**config.mk**
```make
export PLATFORM = sky130hd
export DESIGN_NAME = tick_gen_prog
export DESIGN_NICKNAME = d
export VERILOG_FILES = /design/src/rtl/tick_gen_prog.sv
export SDC_FILE = /design/constraint.sdc
export NUM_CORES = 1
export LEC_CHECK = 0
export BUFFER_PORTS_ARGS = -buffer_cell sky130_fd_sc_hd__buf_2
export CAP_MARGIN = 40
export CORE_ASPECT_RATIO = 1.25
export CORE_MARGIN = 3
export CORE_UTILIZATION = 30
export CTS_BUF_LIST = sky130_fd_sc_hd__clkbuf_4
export CTS_CLUSTER_SIZE = 28
export DETAILED_ROUTE_END_ITERATION = 7
export PLACE_DENSITY_LB_ADDON = 0.12
export SKIP_LAST_GASP = 1
export SYNTH_ARGS = -nofsm -noshare
export SYNTH_HDL_FRONTEND = slang
export SYNTH_SLANG_ARGS = --single-unit
```
**constraint.sdc**
```tcl
create_clock -name clock -period 4.2 [get_ports clock]
set_clock_uncertainty 0.1 [all_clocks]
set_input_delay 0.84 -clock clock [delete_from_list [all_inputs] [get_ports clock]]
set_output_delay 0.84 -clock clock [all_outputs]
set_load 0.03 [all_outputs]
```
**src/rtl/tick_gen_prog.sv**
```systemverilog
// Programmable timebase: one-cycle tick every P clocks, periodic or one-shot, with tick counter.
// Optional half-period pulse on meio when TICK_GEN_MEIO_EN is defined; otherwise meio is tied to 0.
module tick_gen_prog #(
  parameter int unsigned N          = 26,
  parameter int unsigned PERIOD_RST = 50_000_000,
  parameter int unsigned CNT_W      = 8
) (
  input  logic             clock,
  input  logic             reset,
  input  logic             enable,
  input  logic             mode,
  input  logic             start,
  input  logic             period_load,
  input  logic [N-1:0]     period_in,
  output logic             tick,
  output logic             meio,
  output logic             busy,
  output logic [CNT_W-1:0] tick_count,
  output logic [N-1:0]     period_q
);

  localparam logic [N-1:0] PeriodRst = N'(PERIOD_RST);
  localparam logic [N-1:0] One       = N'(1);

  typedef enum logic [0:0] {StIdle, StRun} state_e;

  state_e           state_q, state_d;
  logic [N-1:0]     cnt_q, cnt_d;
  logic [N-1:0]     period_d;
  logic [N-1:0]     pend_q, pend_d;
  logic             pend_vld_q, pend_vld_d;
  logic             tick_d, meio_d, busy_d;
  logic [CNT_W-1:0] tick_count_d;

  logic [N-1:0]     p_eff;
  logic [N-1:0]     last;
  logic [N-1:0]     cnt_inc;
  logic [N-1:0]     start_period;
  logic             wrap;
  logic             meio_hit;

  // A programmed period of 0 behaves as 1.
  assign p_eff   = (period_q == '0) ? One : period_q;
  assign last    = p_eff - One;
  // >= keeps the wrap safe even if the counter ever sits beyond the active period.
  assign wrap    = (cnt_q >= last);
  assign cnt_inc = cnt_q + One;

  // A load in the same cycle as start takes precedence over an older pending value.
  assign start_period = period_load ? period_in :
                        pend_vld_q  ? pend_q    : period_q;

`ifdef TICK_GEN_MEIO_EN
  logic [N-1:0] half;
  assign half     = p_eff >> 1;
  assign meio_hit = (p_eff >= N'(2)) && (cnt_inc == half);
`else
  assign meio_hit = 1'b0;
`endif

  always_comb begin
    state_d      = state_q;
    cnt_d        = cnt_q;
    period_d     = period_q;
    pend_d       = pend_q;
    pend_vld_d   = pend_vld_q;
    tick_d       = 1'b0;
    meio_d       = 1'b0;
    tick_count_d = tick_count;

    if (period_load) begin
      pend_d     = period_in;
      pend_vld_d = 1'b1;
    end

    // start is a command and acts even while paused; it never produces a tick.
    if (start) begin
      cnt_d      = '0;
      period_d   = start_period;
      pend_vld_d = 1'b0;
      state_d    = StRun;
    end else if (enable) begin
      unique case (state_q)
        StIdle: begin
          cnt_d = '0;
          if (!mode) state_d = StRun;
        end
        StRun: begin
          if (wrap) begin
            cnt_d        = '0;
            tick_d       = 1'b1;
            tick_count_d = tick_count + CNT_W'(1);
            if (pend_vld_q) begin
              period_d   = pend_q;
              // A load landing on the wrap edge stays pending for the next wrap.
              pend_vld_d = period_load;
            end
            if (mode) state_d = StIdle;
          end else begin
            cnt_d  = cnt_inc;
            meio_d = meio_hit;
          end
        end
        default: state_d = StIdle;
      endcase
    end

    busy_d = (state_d == StRun);
  end

  // busy mirrors the state register, except that it reads 0 in the cycle right after reset.
  always_ff @(posedge clock) begin
    if (reset) begin
      state_q    <= mode ? StIdle : StRun;
      cnt_q      <= '0;
      period_q   <= PeriodRst;
      pend_q     <= '0;
      pend_vld_q <= 1'b0;
      tick       <= 1'b0;
      meio       <= 1'b0;
      busy       <= 1'b0;
      tick_count <= '0;
    end else begin
      state_q    <= state_d;
      cnt_q      <= cnt_d;
      period_q   <= period_d;
      pend_q     <= pend_d;
      pend_vld_q <= pend_vld_d;
      tick       <= tick_d;
      meio       <= meio_d;
      busy       <= busy_d;
      tick_count <= tick_count_d;
    end
  end

endmodule

```
==> results of run 1 <==
-- how the worst max path moves through the flow --
stage	depth (start not counted)	start	end	slack, ns
floorplan	17	period_q[17]	period_q[18]	-0.06
global placement	17	period_q[17]	tick_count[4]	-0.03
detailed placement	17	period_q[17]	period_q[4]	-0.08
CTS	17	period_q[17]	tick_count[6]	0.009
global route	16	period_q[3]	period_q[0]	-0.18
finish	17	period_q[17]	period_q[4]	0.008
-- critical path, cell delays in order (launching register included) --
cell and delay [ns]:
dfxtp_4 0.37, or4_4 0.53, nor4_2 0.14, inv_1 0.11, nor4b_4 0.32, a31oi_4 0.15
ha_4 0.22, buf_4 0.14, xnor2_1 0.12, ha_2 0.17, a211o_1 0.24, a21oi_1 0.12
o21ai_1 0.09, a211o_1 0.34, a211o_4 0.37, a21boi_4 0.21, buf_12 0.19, a221oi_1 0.10
-- cell usage after synthesis, types with 3 or more instances --
cell / n
xnor2_1: 17
buf_1: 5
nor3_1: 11
nand2b_1: 5
mux2i_1: 29
a221oi_1: 6
o21ai_0: 41
a31oi_1: 20
a21o_1: 4
xor2_1: 8
a21oi_1: 37
a221oi_2: 8
or3_1: 9
ha_1: 29
a22o_1: 3
or4_4: 3
nand3b_1: 27
clkbuf_1: 19
nor4_2: 3
dfxtp_1: 90
nor2_1: 63
and3_1: 5
nand4_1: 7
buf_2: 5
nand3_1: 19
o31ai_1: 7
o21a_1: 4
nor4_1: 3
nor4_4: 3
nand2_1: 46
a22oi_1: 14
inv_1: 27
-- per-layer routing --
| layer | up-vias | wire [µm] | track usage [%] |
|---|---|---|---|
| met1 | 2228 | 6490 | 19.0 |
| met2 | 82 | 7230 | 24.1 |
| met5 | - | 0 | 0 |
| met4 | 0 | 388 | 6.54 |
| li1 | 2385 | - | - |
| met3 | 19 | 440 | 2.41 |
-- cell type report --
cell class              instances  area (µm²)  share of cell area (%)
diodes                          1        2.50                  0.0387
repair buffers                113         820                    12.7
multi-input cells             458        3320                    51.3
inverters                      27         101                    1.57
clock buffers                  11        82.6                    1.28
clock inverters                 5        62.6                   0.967
well taps                     220         275                    4.26
flip-flops and latches         90        1810                    28.0
-- report_power, final --
group          leakage, µW  switching [µW]  total [µW]  internal, µW
clock            0.0000741             325         524           199
sequential        0.000736            30.8         919           889
combinational      0.00176             200         349           149
-- cell families (layout without fill, tap and decap cells) --
family | count (synthesis) | after routing | synth area share, %
and+or+nand+nor | 217 | 217 | 23.1
AOI/OAI and AO/OA | 157 | 157 | 20.4
DFF | 90 | 90 | 34.6
buffers and inverters | 60 | 156 | 5.05
adders and majority gates | 29 | 29 | 6.97
muxes | 29 | 29 | 5.57
xor gates and xnor gates | 25 | 25 | 4.20
other | 1 | 2 | 0.0720
-- state kept, by name, indices dropped and copies added (netlist names) --
register / flops
busy: 1
cnt_q: 26
pend_q: 26
pend_vld_q: 1
period_q: 26
state_q: 1
tick: 1
tick_count: 8
-- layout by cell type (no fill, tap or decap), types with 4 or more instances in the layout --
cell,n
dfxtp_1,87
buf_2,67
nor2_1,62
nand2_1,44
o21ai_0,40
buf_4,35
a21oi_1,34
mux2i_1,29
nand3b_1,27
inv_1,27
ha_1,27
a31oi_1,19
nand3_1,17
xnor2_1,16
a22oi_1,13
nor3_1,11
clkbuf_4,11
a221oi_2,9
xor2_1,8
or3_1,7
nand4_1,7
a221oi_1,5
and3_1,5
o31ai_1,5
nand2b_1,5
o21a_1,4
nor4_2,4
a21o_1,4
clkbuf_16,4
-- metrics by stage --
| stage | setup slack [ns] | cells | total power [µW] | instance area, µm² | hold WS [ns] |
|---|---|---|---|---|---|
| 2_1_floorplan | -0.0635 | 608 | 1150 | 5250 | 0.343 |
| 3_3_place_gp | -0.0305 | 893 | 1250 | 5950 | 0.363 |
| 3_5_place_dp | -0.0757 | 894 | 1260 | 5980 | 0.370 |
| 4_1_cts | 0.00880 | 911 | 1800 | 6150 | 0.403 |
| 5_1_grt | -0.181 | 925 | 1890 | 6470 | 0.415 |
| 6_report | 0.00822 | 925 | 1790 | 6470 | 0.396 |
-- repair_timing --
item                       4_1_cts  5_1_grt
buffers inserted                 1        7
gates resized for setup          3       25
gates cloned                     0        6
pin swaps                        3       14
setup endpoints to repair       39       54
==> impl_results.md, run 1 <==
* Status: finished clean
* Final wirelength at 14,500 µm
* H-tree Lvls at 3
* Top FF cell, synth: dfxtp_1
* WHS Endpoint: cnt_q[25]
* Ratio of cells with drive above 1 in the final layout at 25.9%
* RSZ-0062 raised after global routing: true
* Hold Violations, Final at 0
* Critical Path Start Type: register
* GP Congestion at 0.757
* FF-to-FF setup slack at 0.008 ns
* IO Pins at a little under 70
* Initial antenna violation count at 1
* Synth top area share at between 30 and 40%
* TritonCTS clock tree: built
* Cts hold-fix bufs at 0
* Hold depth at 1
* Post-synthesis net count at 669
* Vias at 4,714
* Final routed DRC violation total at 0
* Crit-path max FO at 13
* Die area at 19,000 µm²
* Largest net degree at the start of global routing at 60
* Critical Path RT at 4.43 ns
* Port buffer count at 67
* Leak pwr at 0.00257 µW
* Util after Layout at 38.2%
* Drt first pass iters at 5
* FILL cells at about 1,700
* Avg WL per Cell at 15.7 µm
* Fmax at 239 MHz
* Final nets at 760
* Max clock buf depth at 2
* Synth warn at 0
* Worst slew margin at 55.7%
* R2R depth at 17
* Worst VDD drop at roughly 0.15 mV
* Vias/cell at 5.10
* Syn_area_per_cell at 8.56 µm²
* First-pass GRT wire length at 22,300 µm
* Hpwl dp at 10,300 µm
* Post-synthesis sequential area ratio at 34.6%
* Clock-pin transition on the worst setup and hold timing paths at 0.16 ns
* Setup violations, final at 0
* Setup TNS at 0 ns
* GRT Residual Overflow at 0
* Post-Syn Area at approximately 5200 µm²
* Synth async-reset ratio at 0%
* Root buffer cell: clkbuf_4
* Reg2reg start: period_q[17]
* Core Box Area at roughly 17,000 µm²
* Inserted Clock Buffers at 9
* Synthesis-to-finish area growth at 24.2%
* Synth area leader: dfxtp_1
* Arr. time, crit path at roughly 4.4 ns
* Worst-margin pin slew at 0.664 ns
* Post-Syn Instances at 608
* CP Class: register to register
* Tot GR Track Use at 14.8%
* Flop and latch count out of synthesis at 90
* Effective utilization at floorplan at 30.8%
* Worst flop-to-flop path endpoint: period_q[4]
* Chip height at 153 µm
* Hold crit path type: register to register
* Final-report max-slew violation count at 0
* Period utilization at between 90% and 100%
* Post-DRT Antenna Nets at 0
* Vias in the first global route at 4,455
* Clk sinks at 90
* Die X at 124 µm
* Top post-synthesis cells by area: dfxtp_1 35%, ha_1 7.0%, mux2i_1 5.6%, nor2_1 4.5%, o21ai_0 3.9%
* PD cells at 277 nW/µm²
* Post-route minimum period at 4.19 ns
* Yosys cell types at 55
* Hold_sp: cnt_q[25]
* Max_cap viols at 0
* CP Capture Type: register
* Num rows at 53
* Iteration-0 DRC Markers at 284
* Post-synth EDFFs at 0
* Worst-Skew Late Latency at approximately 0.47 ns
(Power assumes the default switching activity.)
==> run 2: changes to the inputs <==
==> constraint.sdc (replaced) <==
create_clock -name clock -period 3.6 [get_ports clock]
set_clock_uncertainty 0.1 [all_clocks]
set_input_delay 0.72 -clock clock [delete_from_list [all_inputs] [get_ports clock]]
set_output_delay 0.72 -clock clock [all_outputs]
set_load 0.03 [all_outputs]
==> run 2 against run 1 <==
  * The flow now finishes with violations (negative setup slack)
  * Clock power is 14% higher
  * Count of clock-buffer cells in the layout is 2 lower
  * Global-route usage is 0.73 points higher
  * Worst setup slack worse by 0.53 ns
  * Critical endpoint is now period_q[0]
  * Largest power group unchanged
==> impl_results.md, run 2 (synthesis gave the netlist of run 1 again) <==
* Cells after DPL at 919 (was 894)
* Setup violations, final at 64 (was 0)
* Post-route minimum period at 4.12 ns (was 4.19 ns)
* PD cells at 307 nW/µm² (was 277 nW/µm²)
* Clock share of power at 28.3% (was 29.2%)
* Worst slew margin at 52.1% (was 55.7%)
* Synthesis-to-finish area growth at 31.8% (was 24.2%)
* Tot GR Track Use at 15.5% (was 14.8%)
* Top Registers: cnt_q (26), pend_q (26), period_q (26) (unchanged)
* Core Box Area at 16,900 µm² (unchanged)
* Num rows at 53 (unchanged)
* Vias in the first global route at 4,590 (was 4,455)
* Final nets at 789 (was 760)
* CP max stage cell: or4_4 (unchanged)
* Vias/cell at 5.11 (was 5.10)
* Failing checks: negative setup slack
* Drt first pass iters at 4 (was 5)
* Critical Path Start Type: register (unchanged)
* Critical path, cell by cell: or4_4, nor4_4, inv_2, nor4b_4, a31oi_4, ha_4, buf_4, xnor2_2, ha_2, a211o_1, a21oi_2, o21ai_1, a211o_1, a211o_4, a21boi_4, buf_12, a221oi_1 (was or4_4, nor4_2, inv_1, nor4b_4, a31oi_4, ha_4, buf_4, xnor2_1, ha_2, a211o_1, a21oi_1, o21ai_1, a211o_1, a211o_4, a21boi_4, buf_12, a221oi_1)
* Initial antenna violation count at 0 (was 1)
* Iteration-0 DRC Markers at 193 (was 284)
* Die area at 19,000 µm² (unchanged)
* Most used cell, CP: a211o_1 (unchanged)
* Util after Layout at 40.6% (was 38.2%)
* Final routed DRC violation total at 0 (unchanged)
* Post-DRT Antenna Nets at 0 (unchanged)
* Largest net degree at the start of global routing at 62 (was 60)
* WP buf/inv at 3 (unchanged)
* Ratio of cells with drive above 1 in the final layout at 32.7% (was 25.9%)
* Hpwl dp at 10,600 µm (was 10,300 µm)
* First-pass GRT wire length at 23,600 µm (was 22,300 µm)
* IO Pins at 69 (unchanged)
* Max incr delay on CP at 0.55 ns (was 0.53 ns)
* Arr. time, crit path at 4.34 ns (was 4.42 ns)
* Worst setup margin at -0.522 ns (was 0.00822 ns)
* Final-report max-slew violation count at 0 (unchanged)
* Final wirelength at 15,000 µm (was 14,500 µm)
* Max_cap viols at 0 (unchanged)
* Finished Layout Cells at 953 (was 925)
* Die X at 124 µm (unchanged)
* Part of the power in registers at 50.4% (was 51.3%)
* Crit-path max FO at 26 (was 13)
* Max clock buf depth at 2 (unchanged)
* Sw frac at 31.3% (was 31.0%)
* Comb pwr share at 21.3% (was 19.5%)
* Chip height at 153 µm (unchanged)
* Worst VDD drop at 0.168 mV (was 0.145 mV)
* DP Worst Slack at -0.755 ns (was -0.0757 ns)
* Leak pwr at 0.00275 µW (was 0.00257 µW)
* Hold crit path type: input pin to register (was register to register)
* CP Capture Type: register (unchanged)
* Cts hold-fix bufs at 0 (unchanged)
* Net switching power at 661 µW (was 556 µW)
* ANT cells at 0 (was 1)
* Hold Violations, Final at 0 (unchanged)
* Root buffer cell: clkbuf_4 (unchanged)
* GRT Residual Overflow at 0 (unchanged)
* TritonCTS clock tree: built (unchanged)
* Worst-Skew Late Latency at 0.47 ns (about the same)
* Clock-pin transition on the worst setup and hold timing paths at 0.16 ns (about the same)
* Worst-margin pin slew at 0.719 ns (was 0.664 ns)
* Setup TNS at -27.94 ns (was 0 ns)
* CP Class: register to register (unchanged)
* Most frequent cells in the layout: 87 x dfxtp_1, 67 x buf_2, 60 x nor2_1 (was 87 x dfxtp_1, 67 x buf_2, 62 x nor2_1)
* Status: complete, but fails checks (was finished clean)
* RSZ-0062 raised after global routing: true (unchanged)
* Period utilization at 115% (was 99.8%)
* Most common cell after layout, fill and taps aside: dfxtp_1 (unchanged)
* Effective utilization at floorplan at 30.8% (unchanged)
* Clk sinks at 90 (unchanged)
* H-tree Lvls at 3 (unchanged)
* Fmax at 243 MHz (was 239 MHz)
* Avg WL per Cell at 15.8 µm (was 15.7 µm)
* Vias at 4,869 (was 4,714)
* Cell-internal power at 1450 µW (was 1240 µW)
* Inserted Clock Buffers at 9 (unchanged)
* Critical Path RT at 3.82 ns (was 4.43 ns)
* Port buffer count at 67 (unchanged)
* GP Congestion at 0.770 (was 0.757)
* CP delay by family, top: compound AO/OA/AOI/OAI gates (unchanged)
[run 2: per-layer routing]
| metal | wire, µm | track usage (%) | vias up |
|---|---|---|---|
| li1 | - | - | 2459 |
| met3 | 421 | 2.66 | 19 |
| met4 | 333 | 4.96 | 0 |
| met1 | 6870 | 20.6 | 2313 |
| met2 | 7390 | 25.4 | 78 |
| met5 | 0 | 0 | - |
[run 2: power by group through the flow]
stage / Combinational (µW) / Clock, µW / Sequential (µW)
CTS: 435 / 637 / 1060
floorplan: 216 / 0 / 1130
global placement: 396 / 0 / 1090
finish: 449 / 597 / 1060
global route: 487 / 682 / 1070
detailed placement: 408 / 0 / 1080
[run 2: worst min-delay path, stage by stage]
cell     delay, ns
buf_2         0.08
mux2i_1       0.06
nor2_1        0.08
[run 2: what timing repair did]
action	4_1_cts	5_1_grt
cloned	5	3
setup endpoints to repair	64	64
pin swaps	6	19
setup buffers	8	5
endpoints found under the hold margin	0	0
gates resized for setup	25	50
[run 2: stage by stage]
step	total power, µW	hold WS (ns)	area [µm²]
after floorplan	1350	0.343	5260
after global placement	1480	0.362	6160
after detailed placement	1490	0.373	6170
after CTS	2140	0.345	6600
after global routing	2240	0.349	6870
final	2110	0.398	6870
[run 2: worst paths after layout]
path,startpoint,end,slack (ns),cells past startpoint
max,period_q[17],period_q[0],-0.52,17
min,period_in[16],pend_q[16],0.40,3
max reg2reg,period_q[17],period_q[0],-0.52,17
min reg2reg,pend_q[17],pend_q[17],0.40,2
[run 2: cell type report]
cell class / count / area (µm²)
clock buffer: 9 / 67.6
clock inverter: 7 / 75.1
fill: 1741 / 10000
inverter: 27 / 101
multi-input combinational: 458 / 3460
sequential: 90 / 1810
tap: 220 / 275
timing repair buffer: 142 / 1080
